==> config.mk <==
export PLATFORM = sky130hd
export DESIGN_NAME = video_tpg
export DESIGN_NICKNAME = d
export VERILOG_FILES = /design/src/rtl/video_tpg_pkg.sv /design/src/rtl/video_timing_counter.sv /design/src/rtl/video_tpg.sv
export SDC_FILE = /design/constraint.sdc
export NUM_CORES = 1
export LEC_CHECK = 0
export BUFFER_PORTS_ARGS = -buffer_cell sky130_fd_sc_hd__buf_2
export CAP_MARGIN = 20
export CELL_PAD_IN_SITES_DETAIL_PLACEMENT = 1
export CELL_PAD_IN_SITES_GLOBAL_PLACEMENT = 2
export CORE_MARGIN = 5
export CORE_UTILIZATION = 33
export CTS_CLUSTER_DIAMETER = 50
export CTS_CLUSTER_SIZE = 28
export DETAILED_ROUTE_END_ITERATION = 6
export GPL_ROUTABILITY_DRIVEN = 0
export PLACE_DENSITY_LB_ADDON = 0.1
export SETUP_SLACK_MARGIN = 0.02
export SYNTH_ARGS = -nofsm -noshare
export SYNTH_HDL_FRONTEND = slang
export SYNTH_SLANG_ARGS = --single-unit
==> constraint.sdc <==
create_clock -name CLK -period 2.2 [get_ports CLK]
set_input_delay 0.11 -clock CLK [delete_from_list [all_inputs] [get_ports CLK]]
set_output_delay 0.11 -clock CLK [all_outputs]
set_load 0.005 [all_outputs]
==> src/rtl/video_tpg_pkg.sv <==
// Shared definitions for the video test-pattern generator: pattern modes,
// colour-bar table and moving-bar geometry.
package video_tpg_pkg;

  typedef enum logic [2:0] {
    MODE_SOLID = 3'd0,
    MODE_BARS  = 3'd1,
    MODE_RAMP  = 3'd2,
    MODE_CHECK = 3'd3,
    MODE_MBAR  = 3'd4
  } mode_e;

  localparam int unsigned MBAR_W   = 16;
  localparam int unsigned NUM_BARS = 8;

  // {R,G,B} on/off per bar; index NUM_BARS and above is the black remainder
  function automatic logic [2:0] bar_rgb(input logic [3:0] idx);
    case (idx)
      4'd0:    return 3'b111;  // white
      4'd1:    return 3'b110;  // yellow
      4'd2:    return 3'b011;  // cyan
      4'd3:    return 3'b010;  // green
      4'd4:    return 3'b101;  // magenta
      4'd5:    return 3'b100;  // red
      4'd6:    return 3'b001;  // blue
      default: return 3'b000;  // black
    endcase
  endfunction

endpackage

==> src/rtl/video_timing_counter.sv <==
// Raster timing: h/v counters plus registered DE, HSYNC, VSYNC and
// frame_start, all one cycle behind the counter state.
module video_timing_counter
  import video_tpg_pkg::*;
#(
  parameter int unsigned H_ACTIVE = 1280,
  parameter int unsigned H_FP     = 110,
  parameter int unsigned H_SYNC   = 40,
  parameter int unsigned H_BP     = 220,
  parameter int unsigned V_ACTIVE = 720,
  parameter int unsigned V_FP     = 5,
  parameter int unsigned V_SYNC   = 5,
  parameter int unsigned V_BP     = 20,
  parameter bit          HS_POL   = 1'b1,
  parameter bit          VS_POL   = 1'b1,
  localparam int unsigned H_TOTAL = H_ACTIVE + H_FP + H_SYNC + H_BP,
  localparam int unsigned V_TOTAL = V_ACTIVE + V_FP + V_SYNC + V_BP,
  localparam int unsigned HW      = $clog2(H_TOTAL),
  localparam int unsigned VW      = $clog2(V_TOTAL)
) (
  input  logic          CLK,
  input  logic          RSTn,
  input  logic          en,
  output logic [HW-1:0] h_cnt_o,
  output logic [VW-1:0] v_cnt_o,
  output logic          frame_first_o,
  output logic          line_last_o,
  output logic          de_o,
  output logic          hsync_o,
  output logic          vsync_o,
  output logic          frame_start_o
);

  logic [HW-1:0] h_q, h_d;
  logic [VW-1:0] v_q, v_d;
  logic          de_q, hs_q, vs_q, fs_q;
  logic          line_last, frame_first, active, hs_on, vs_on;

  always_comb begin
    line_last   = (h_q == HW'(H_TOTAL - 1));
    frame_first = (h_q == '0) && (v_q == '0);
    active      = (32'(h_q) < H_ACTIVE) && (32'(v_q) < V_ACTIVE);
    hs_on       = (32'(h_q) >= H_ACTIVE + H_FP) &&
                  (32'(h_q) <  H_ACTIVE + H_FP + H_SYNC);
    vs_on       = (32'(v_q) >= V_ACTIVE + V_FP) &&
                  (32'(v_q) <  V_ACTIVE + V_FP + V_SYNC);
    h_d = h_q;
    v_d = v_q;
    if (!en) begin
      h_d = '0;
      v_d = '0;
    end else if (line_last) begin
      h_d = '0;
      v_d = (v_q == VW'(V_TOTAL - 1)) ? '0 : v_q + 1'b1;
    end else begin
      h_d = h_q + 1'b1;
    end
  end

  always_ff @(posedge CLK or negedge RSTn) begin
    if (!RSTn) begin
      h_q  <= '0;
      v_q  <= '0;
      de_q <= 1'b0;
      hs_q <= ~HS_POL;
      vs_q <= ~VS_POL;
      fs_q <= 1'b0;
    end else begin
      h_q  <= h_d;
      v_q  <= v_d;
      de_q <= en && active;
      hs_q <= (en && hs_on) ? HS_POL : ~HS_POL;
      vs_q <= (en && vs_on) ? VS_POL : ~VS_POL;
      fs_q <= en && frame_first;
    end
  end

  assign h_cnt_o       = h_q;
  assign v_cnt_o       = v_q;
  assign frame_first_o = frame_first;
  assign line_last_o   = line_last;
  assign de_o          = de_q;
  assign hsync_o       = hs_q;
  assign vsync_o       = vs_q;
  assign frame_start_o = fs_q;

endmodule

==> src/rtl/video_tpg.sv <==
// Video test-pattern generator: raster timing, frame-synchronous pattern
// selection and registered RGB/DE/sync outputs.
module video_tpg
  import video_tpg_pkg::*;
#(
  parameter int unsigned BPC      = 8,
  parameter int unsigned H_ACTIVE = 1280,
  parameter int unsigned H_FP     = 110,
  parameter int unsigned H_SYNC   = 40,
  parameter int unsigned H_BP     = 220,
  parameter int unsigned V_ACTIVE = 720,
  parameter int unsigned V_FP     = 5,
  parameter int unsigned V_SYNC   = 5,
  parameter int unsigned V_BP     = 20,
  parameter bit          HS_POL   = 1'b1,
  parameter bit          VS_POL   = 1'b1,
  parameter int unsigned CHK_LOG2 = 5,
  parameter int unsigned BAR_STEP = 4
) (
  input  logic               CLK,
  input  logic               RSTn,
  input  logic               en,
  input  logic [2:0]         mode,
  input  logic [3*BPC-1:0]   solid_color,
  output logic [3*BPC-1:0]   vid_data,
  output logic               vid_de,
  output logic               vid_hsync,
  output logic               vid_vsync,
  output logic               frame_start
);

  localparam int unsigned H_TOTAL = H_ACTIVE + H_FP + H_SYNC + H_BP;
  localparam int unsigned V_TOTAL = V_ACTIVE + V_FP + V_SYNC + V_BP;
  localparam int unsigned HW      = $clog2(H_TOTAL);
  localparam int unsigned VW      = $clog2(V_TOTAL);
  localparam int unsigned DW      = 3 * BPC;
  localparam int unsigned BAR_W   = H_ACTIVE / NUM_BARS;

  logic [HW-1:0] h_cnt;
  logic [VW-1:0] v_cnt;
  logic          frame_first, line_last;

  video_timing_counter #(
    .H_ACTIVE (H_ACTIVE),
    .H_FP     (H_FP),
    .H_SYNC   (H_SYNC),
    .H_BP     (H_BP),
    .V_ACTIVE (V_ACTIVE),
    .V_FP     (V_FP),
    .V_SYNC   (V_SYNC),
    .V_BP     (V_BP),
    .HS_POL   (HS_POL),
    .VS_POL   (VS_POL)
  ) u_timing (
    .CLK           (CLK),
    .RSTn          (RSTn),
    .en            (en),
    .h_cnt_o       (h_cnt),
    .v_cnt_o       (v_cnt),
    .frame_first_o (frame_first),
    .line_last_o   (line_last),
    .de_o          (vid_de),
    .hsync_o       (vid_hsync),
    .vsync_o       (vid_vsync),
    .frame_start_o (frame_start)
  );

  logic [2:0]    mode_q;
  logic [DW-1:0] color_q;
  logic [HW-1:0] bar_x_q, bar_x_d;
  logic [HW-1:0] bar_pix_q, bar_pix_d;
  logic [3:0]    bar_idx_q, bar_idx_d;
  logic [DW-1:0] data_q, data_d;

  logic [2:0]    eff_mode;
  logic [DW-1:0] eff_color, pix;
  logic [31:0]   h32, v32, bx32;
  logic [2:0]    rgb;
  logic          active, frame_last;

  // At h=0,v=0 the live inputs drive the pixel so that a change in that very
  // cycle already applies; the shadow copy covers the rest of the frame.
  always_comb begin
    h32        = 32'(h_cnt);
    v32        = 32'(v_cnt);
    bx32       = 32'(bar_x_q);
    active     = (h32 < H_ACTIVE) && (v32 < V_ACTIVE);
    frame_last = line_last && (v32 == V_TOTAL - 1);
    eff_mode   = frame_first ? mode : mode_q;
    eff_color  = frame_first ? solid_color : color_q;
    rgb        = bar_rgb(bar_idx_q);
    pix        = '0;
    case (eff_mode)
      MODE_SOLID: pix = eff_color;
      MODE_BARS:  pix = {{BPC{rgb[2]}}, {BPC{rgb[1]}}, {BPC{rgb[0]}}};
      MODE_RAMP:  pix = {3{h32[BPC-1:0]}};
      MODE_CHECK: pix = (h32[CHK_LOG2] ^ v32[CHK_LOG2]) ? '1 : '0;
      MODE_MBAR:  pix = (h32 >= bx32 && h32 < bx32 + MBAR_W) ? '1 : eff_color;
      default:    pix = '0;
    endcase
    data_d = (en && active) ? pix : '0;
  end

  // Bar counters track h_cnt in lockstep; the index saturates past the last
  // bar so remainder pixels fall through to black.
  always_comb begin
    bar_pix_d = bar_pix_q;
    bar_idx_d = bar_idx_q;
    if (!en || line_last) begin
      bar_pix_d = '0;
      bar_idx_d = '0;
    end else if (bar_idx_q < 4'(NUM_BARS)) begin
      if (bar_pix_q == HW'(BAR_W - 1)) begin
        bar_pix_d = '0;
        bar_idx_d = bar_idx_q + 1'b1;
      end else begin
        bar_pix_d = bar_pix_q + 1'b1;
      end
    end
  end

  always_comb begin
    bar_x_d = bar_x_q;
    if (en && frame_last) begin
      bar_x_d = HW'((bx32 + BAR_STEP) % H_ACTIVE);
    end
  end

  always_ff @(posedge CLK or negedge RSTn) begin
    if (!RSTn) begin
      mode_q    <= '0;
      color_q   <= '0;
      bar_x_q   <= '0;
      bar_pix_q <= '0;
      bar_idx_q <= '0;
      data_q    <= '0;
    end else begin
      if (en && frame_first) begin
        mode_q  <= mode;
        color_q <= solid_color;
      end
      bar_x_q   <= bar_x_d;
      bar_pix_q <= bar_pix_d;
      bar_idx_q <= bar_idx_d;
      data_q    <= data_d;
    end
  end

  assign vid_data = data_q;

endmodule
==> results of run 1 <==
[routing by layer]
metal	GRT usage, %	part of all wire (%)	wire length, microns
met5	0	0	0
met4	4.52	1.2	275
met3	2.76	2.8	635
met2	33.6	47	10600
met1	26.9	49	10900
[timing repair]
action / CTS / global route
hold endpoints to repair: 115 / 0
cloned: 0 / 4
setup buffers: 3 / 5
hold buffers: 16 / 0
setup endpoints to repair: 32 / 62
gates resized for setup: 14 / 65
pin swaps: 7 / 31
[placed cells by master (no fill, tap or decap), drive strengths merged, types with 7 or more instances in the layout]
cell	netlist	layout
nand2	162	162
buf	16	155
dfrtp	100	100
a21oi	60	60
nor2	59	59
and3	34	34
ha	32	32
o22ai	28	28
inv	23	26
o21ai	22	22
xnor2	21	21
nand3	20	20
nor3	20	20
dlygate4sd3	0	16
nand4	14	14
clkbuf	27	14
xor2	13	13
a211oi	8	8
a2111oi	8	8
nand2b	7	7
mux2	7	7
or3	7	7
[power breakdown]
group | leakage (nW) | internal, W | switching [W]
Sequential | 1.31 | 0.00203 | 0.000139
Clock | 0.139 | 0.000844 | 0.000800
Combinational | 2.44 | 0.000668 | 0.000787
Total | 3.89 | 0.00354 | 0.00172
[state kept, by name, indices dropped and copies added (netlist names)]
signal and count:
u_timing.de_o 1, u_timing.v_cnt_o 10, bar_idx_q 4, u_timing.h_cnt_o 11, vid_data 24, u_timing.hsync_o 1, mode_q 3, bar_x_q 9
color_q 24, u_timing.vsync_o 1, u_timing.frame_start_o 1, bar_pix_q 11
[layout make-up]
cell class / count / area share (%)
sequential: 100 / 29.7
timing repair buffer: 174 / 16.5
multi-input combinational: 589 / 45.8
inverter: 23 / 1.02
clock inverter: 5 / 0.489
tap: 234 / 3.47
clock buffer: 11 / 2.99
[metrics by stage]
stage | setup TNS [ns] | power (W) | hold WS [ns]
finish | -3.99 | 0.00527 | 0.0179
global route | -7.48 | 0.00557 | 0.00983
CTS | -1.16 | 0.00524 | 0.00174
detailed placement | -1.45 | 0.00353 | 0.238
global placement | -0.237 | 0.00347 | 0.242
floorplan | -0.429 | 0.00292 | -0.186
[tightest hold or removal path: stages]
cell	delay (ns)
buf_2	0.12
nand2_1	0.05
nand2_1	0.06
[final timing paths]
check	from	slack [ns]	depth (start not counted)	endpoint
setup / recovery	bar_x_q[5]$_DFFE_PN0P_	-0.18	12	vid_data[7]$_DFF_PN0_
hold / removal	solid_color[12]	0.02	3	color_q[12]$_DFFE_PN0P_
setup reg to reg	bar_x_q[5]$_DFFE_PN0P_	-0.18	12	vid_data[7]$_DFF_PN0_
hold reg to reg	color_q[2]$_DFFE_PN0P_	0.50	2	color_q[2]$_DFFE_PN0P_
max in group asynchronous	RSTn	1.36	3	bar_x_q[2]$_DFFE_PN0P_
min in group asynchronous	RSTn	0.40	3	color_q[16]$_DFFE_PN0P_
[kinds of logic after synthesis]
group	after synthesis
xor gates and xnor gates	34
muxes	9
AOI/OAI and AO/OA	155
buffers and inverters	66
adders and majority gates	32
and+or+nand+nor	359
DFF	100
==> summary.txt, run 1 <==
Hold path
  – Min-Delay Path Class: in -> reg

Logic synthesis
  – Syn Inst Count: 755
  – Xor/xnor share of the synthesized area: between 4 and 5%
  – Top cells by area, synth: dfrtp_1 40%, nand2_1 9.7%, ha_1 6.4%
  – Net count after synthesis: ~820
  – Most frequent cell after synthesis: nand2_1
  – Synthesized area: between 6000 and 7000 sq um
  – Number of synthesized flops with an enable pin: 0
  – Simple-Gate Fraction of Synth Area: 27.3%
  – Post-synth top area cell: dfrtp_1
  – Post-synthesis mux area share: about 1.6%
  – Compound-Gate Fraction of Synth Area: about 15%
  – Post-synthesis adder-cell area fraction: about 6.4%
  – Top FF cell, synth: dfrtp_1
  – Post-synth ARST share: 100%
  – Area share of the largest cell type after synthesis: about two fifths
  – Seq/Total Area, Yosys: between 30% and 40%
  – Syn. warnings: 0
  – Count of different cell masters after synthesis: 58
  – Main combinational cell family by area after synthesis: simple AND/OR/NAND/NOR gates
  – Most instantiated cells after synthesis: 161 x nand2_1, 100 x dfrtp_1, 60 x a21oi_1
  – Syn avg cell area: 8.29 sq um
  – Flops & latches, synth: 100

Setup path
  – CP max-delay cell: dfrtp_1
  – Worst Path Required: roughly 2.4 ns
  – Critical path peak fanout: 6
  – Crit-path cells: ha_4 -> nand3_4 -> xnor2_2 -> ha_1 -> inv_1 -> o211ai_1 -> a21oi_2 -> o22ai_4 -> buf_12 -> clkbuf_16 -> and3_4 -> o22ai_2
  – Crit path DAT: between 2 and 3 ns
  – CP top delay family: compound AO/OA/AOI/OAI gates
  – Max incr delay on CP: ~0.44 ns
  – Critical Path Sink Type: flop
  – Crit path kind: reg -> reg
  – CP startpoint kind: flop
  – Crit path buf inv count: 3

Flow run
  – # Max-Cap Violations: 0

Clock tree
  – Clk slew on worst S/H paths: roughly 0.070 ns
  – H-tree levels: 3
  – Clock latency on the worst-skew pair: between 0.3 and 0.4 ns
  – Worst-case clock buffer depth: 2
  – CTS buffer count: 9
  – CTS root buf: clkbuf_16
  – Clock sink total: 100
  – CTS tree: done

Global routing
  – Congestion Overflow GR: 0
  – Largest net degree at the start of global routing: 101
  – Initial antenna violation count: 1
  – GRT Util Overall: about a fifth
  – First-pass GRT wire length: approximately 35 mm
  – Vias in the first global route: 6400

Placement
  – Post-DP HPWL: 15.3 mm
  – Placed Cells incl. Taps: ~1100
  – PortBufs: 57
  – Dpl ws: -0.161 ns
  – Placed instance area: about 7500 sq um

Detailed routing
  – DRC viols: 0
  – Detailed Route WL: 22.5 mm
  – Drt first pass iters: 5
  – Vias per inst: between 5 and 6
  – Final ANT Viol Nets: 0
  – Avg WL per Cell: around 20 microns
  – Drt initial violations: approximately 260
  – Routed vias: slightly above 6000

Die
  – Site Rows: 50
  – Initial Utilization: 33.5%
  – # IOs: 58
  – Die Width: roughly 150 microns
  – DIE AREA: 21800 sq um
  – Die Ht: ~150 microns
  – Core footprint: ~19000 sq um

Timing
  – Final hold vios: 0
  – RSZ-0062 raised after global routing: true
  – Least-Margin Pin Slew: around 0.58 ns
  – Post-route setup slack: -0.183 ns
  – Max Fclk: about 420 MHz
  – Endpoints failing setup: 26
  – Slew HR: 61.3%
  – Fin crit period: around 2.4 ns
  – Clock Skew: roughly 0.011 ns
  – Slew Limit Fails: 0
  – Tcrit/Tclk final: 108%

Final layout
  – Final Cell Area: roughly 8400 sq um
  – Ant diodes: 0
  – Multi-input logic area: 3870 sq um
  – Fin util: a little under half
  – Share of layout cells above drive strength 1: 28.6%
  – Area occupied by registers: about 2500 sq um
  – Post-Layout Cell Count: roughly 1100
  – Fillers: 2202
  – Synth-to-Final Area Change: 34.9%
  – Final net count: ~960

Outcome
  – Outcome: complete, but fails checks
  – Failing checks: negative setup slack

Power and ir drop
  – Peak supply drop: 0.000421 V
  – Static Leak: 3.89 nW
  – P per Cell Area: 624 nW/um^2
Note: power is estimated with default switching activity, not from simulation.
==> run 2: changes to the inputs <==
==> constraint.sdc (replaced) <==
create_clock -name CLK -period 2.2 [get_ports CLK]
set_input_delay 0.33 -clock CLK [delete_from_list [all_inputs] [get_ports CLK]]
set_output_delay 0.33 -clock CLK [all_outputs]
set_load 0.005 [all_outputs]
==> run 2 against run 1 <==
Compared with the run above:
- the flow still finishes with violations (negative setup slack)
- clock power is essentially flat
- global-route usage barely moved
- wire length decreased by 3.2%
- largest cell class unchanged
- highest routed layer unchanged
==> summary.txt, run 2 (synthesized netlist as in run 1, its figures left out) <==
Flow run
  – # Max-Cap Violations: 0

Final layout
  – Post-Layout Cell Count: 1125
  – Ant diodes: 0
  – Most common cell after layout, fill and taps aside: nand2_1
  – Fillers: around 2200
  – Final Cell Area: approximately 8200 sq um
  – Synth-to-Final Area Change: 30.9%
  – Share of layout cells above drive strength 1: a little over a quarter
  – Final net count: ~950
  – Most frequent cells in the layout: 159 x nand2_1, 99 x dfrtp_1, 84 x buf_4

Detailed routing
  – Drt initial violations: approximately 240
  – Avg WL per Cell: 19.3 microns
  – Vias per inst: 5.37
  – DRC viols: 0
  – Routed vias: between 6000 and 7000
  – Detailed Route WL: approximately 22 mm
  – Final ANT Viol Nets: 0
  – Drt first pass iters: 4

Placement
  – Placed Cells incl. Taps: around 1100
  – Post-DP HPWL: between 15 and 20 mm
  – Dpl ws: -0.136 ns
  – Placed instance area: about 7500 sq um
  – PortBufs: 57

Die
  – DIE AREA: between 20000 and 25000 sq um
  – Core footprint: between 15000 and 20000 sq um
  – Die Ht: 148 microns
  – # IOs: 58
  – Die Width: between 100 and 150 microns
  – Site Rows: 50
  – Initial Utilization: between 30% and 40%

Timing
  – Final hold vios: 0
  – Fin crit period: 2.33 ns
  – Post-route setup slack: -0.130 ns
  – Endpoints failing setup: 26
  – RSZ-0062 raised after global routing: true
  – Max Fclk: 429 MHz
  – Tcrit/Tclk final: 106%
  – Slew Limit Fails: 0
  – Hold_ws: between 0.2 and 0.25 ns
  – Least-Margin Pin Slew: about 0.5 ns
  – Setup_tns: -0.919 ns
  – Clock Skew: 0.00930 ns
  – Slew HR: 65.7%

Clock tree
  – CTS root buf: clkbuf_16
  – Clock sink total: 100
  – Worst-case clock buffer depth: 2
  – H-tree levels: 3
  – CTS tree: done
  – CTS buffer count: 9
  – Clock latency on the worst-skew pair: approximately 0.36 ns
  – Clk slew on worst S/H paths: ~0.080 ns

Setup path
  – Crit-path cells: or4_4 -> nor4_4 -> and3_4 -> mux2_4 -> a221oi_1 -> o22ai_1
  – Critical Path Sink Type: flop
  – Crit path buf inv count: 0
  – CP max-delay cell: or4_4
  – Crit path kind: reg -> reg
  – Critical path peak fanout: 6
  – CP startpoint kind: flop
  – Crit path DAT: 2.56 ns
  – CP top delay family: simple AND/OR/NAND/NOR gates
  – Worst Path Required: about 2.4 ns
  – Max incr delay on CP: ~0.59 ns

Global routing
  – First-pass GRT wire length: between 30 and 40 mm
  – Largest net degree at the start of global routing: 35
  – Congestion Overflow GR: 0
  – GRT Util Overall: 19.8%
  – Initial antenna violation count: 0
  – Vias in the first global route: between 6000 and 7000

Power and ir drop
  – P per Cell Area: between 600 and 700 nW/um^2
  – Static Leak: 3.81 nW
  – Peak supply drop: 0.000364 V

Hold path
  – Min-Delay Path Class: in -> reg

Outcome
  – Outcome: complete, but fails checks
  – Failing checks: negative setup slack
==> run 2: final timing paths <==
kind                       cells past startpoint                     startpoint                               to  slack (ns)
hold / removal                                 3                 solid_color[7]           color_q[7]$_DFFE_PN0P_        0.21
hold reg to reg                                2         color_q[2]$_DFFE_PN0P_           color_q[2]$_DFFE_PN0P_        0.50
setup / recovery                               6  u_timing.h_cnt_o[7]$_DFF_PN0_            vid_data[1]$_DFF_PN0_       -0.13
min in group asynchronous                      2                           RSTn           bar_x_q[9]$_DFFE_PN0P_        0.48
max in group asynchronous                      3                           RSTn  u_timing.v_cnt_o[5]$_DFFE_PN0N_        1.11
setup reg to reg                               6  u_timing.h_cnt_o[7]$_DFF_PN0_            vid_data[1]$_DFF_PN0_       -0.13
==> run 2: stage by stage <==
step           util [%]  total power (W)
2_1_floorplan         -          0.00292
6_report           43.8          0.00523
4_1_cts            42.1          0.00523
3_3_place_gp       40.2          0.00347
5_1_grt            43.8          0.00553
3_5_place_dp       40.2          0.00353
==> run 2: final cells by class <==
cell class / instances / area (sq um) / share of cell area [%]
inverters: 23 / 86.3 / 1.05
multi-input cells: 589 / 3740 / 45.6
repair buffers: 163 / 1280 / 15.6
clock inverters: 7 / 76.3 / 0.931
well taps: 234 / 293 / 3.57
clock buffers: 9 / 225 / 2.75
flip-flops and latches: 100 / 2500 / 30.5
==> run 2: worst reg2reg max path: cells and delay by family, from the launching register on <==
family          cells  cell delay [ns]
flops               1             0.38
simple gates        3             0.98
compound gates      2             0.46
mux                 1             0.38
==> run 2: where the power goes <==
part | total (W) | internal (W) | switching (W)
Sequential | 0.00216 | 0.00203 | 0.000130
Clock | 0.00166 | 0.000891 | 0.000768
Combinational | 0.00141 | 0.000639 | 0.000770
Total | 0.00523 | 0.00356 | 0.00167
==> run 2: timing repair <==
item	CTS	global route
hold buffers	1	0
endpoints found under the setup margin	44	67
cloned	0	2
hold endpoints to repair	30	0
pin swaps	3	24
resized for setup	6	53
buffers inserted	4	7
==> run 2: layer usage <==
| layer | global-route usage, % | up-vias | part of all wire [%] |
|---|---|---|---|
| met4 | 4.15 | 0 | 1.2 |
| li1 | - | 2909 | - |
| met5 | 0 | - | 0 |
| met1 | 27.0 | 3013 | 48 |
| met2 | 33.3 | 105 | 47 |
| met3 | 3.28 | 19 | 3.6 |
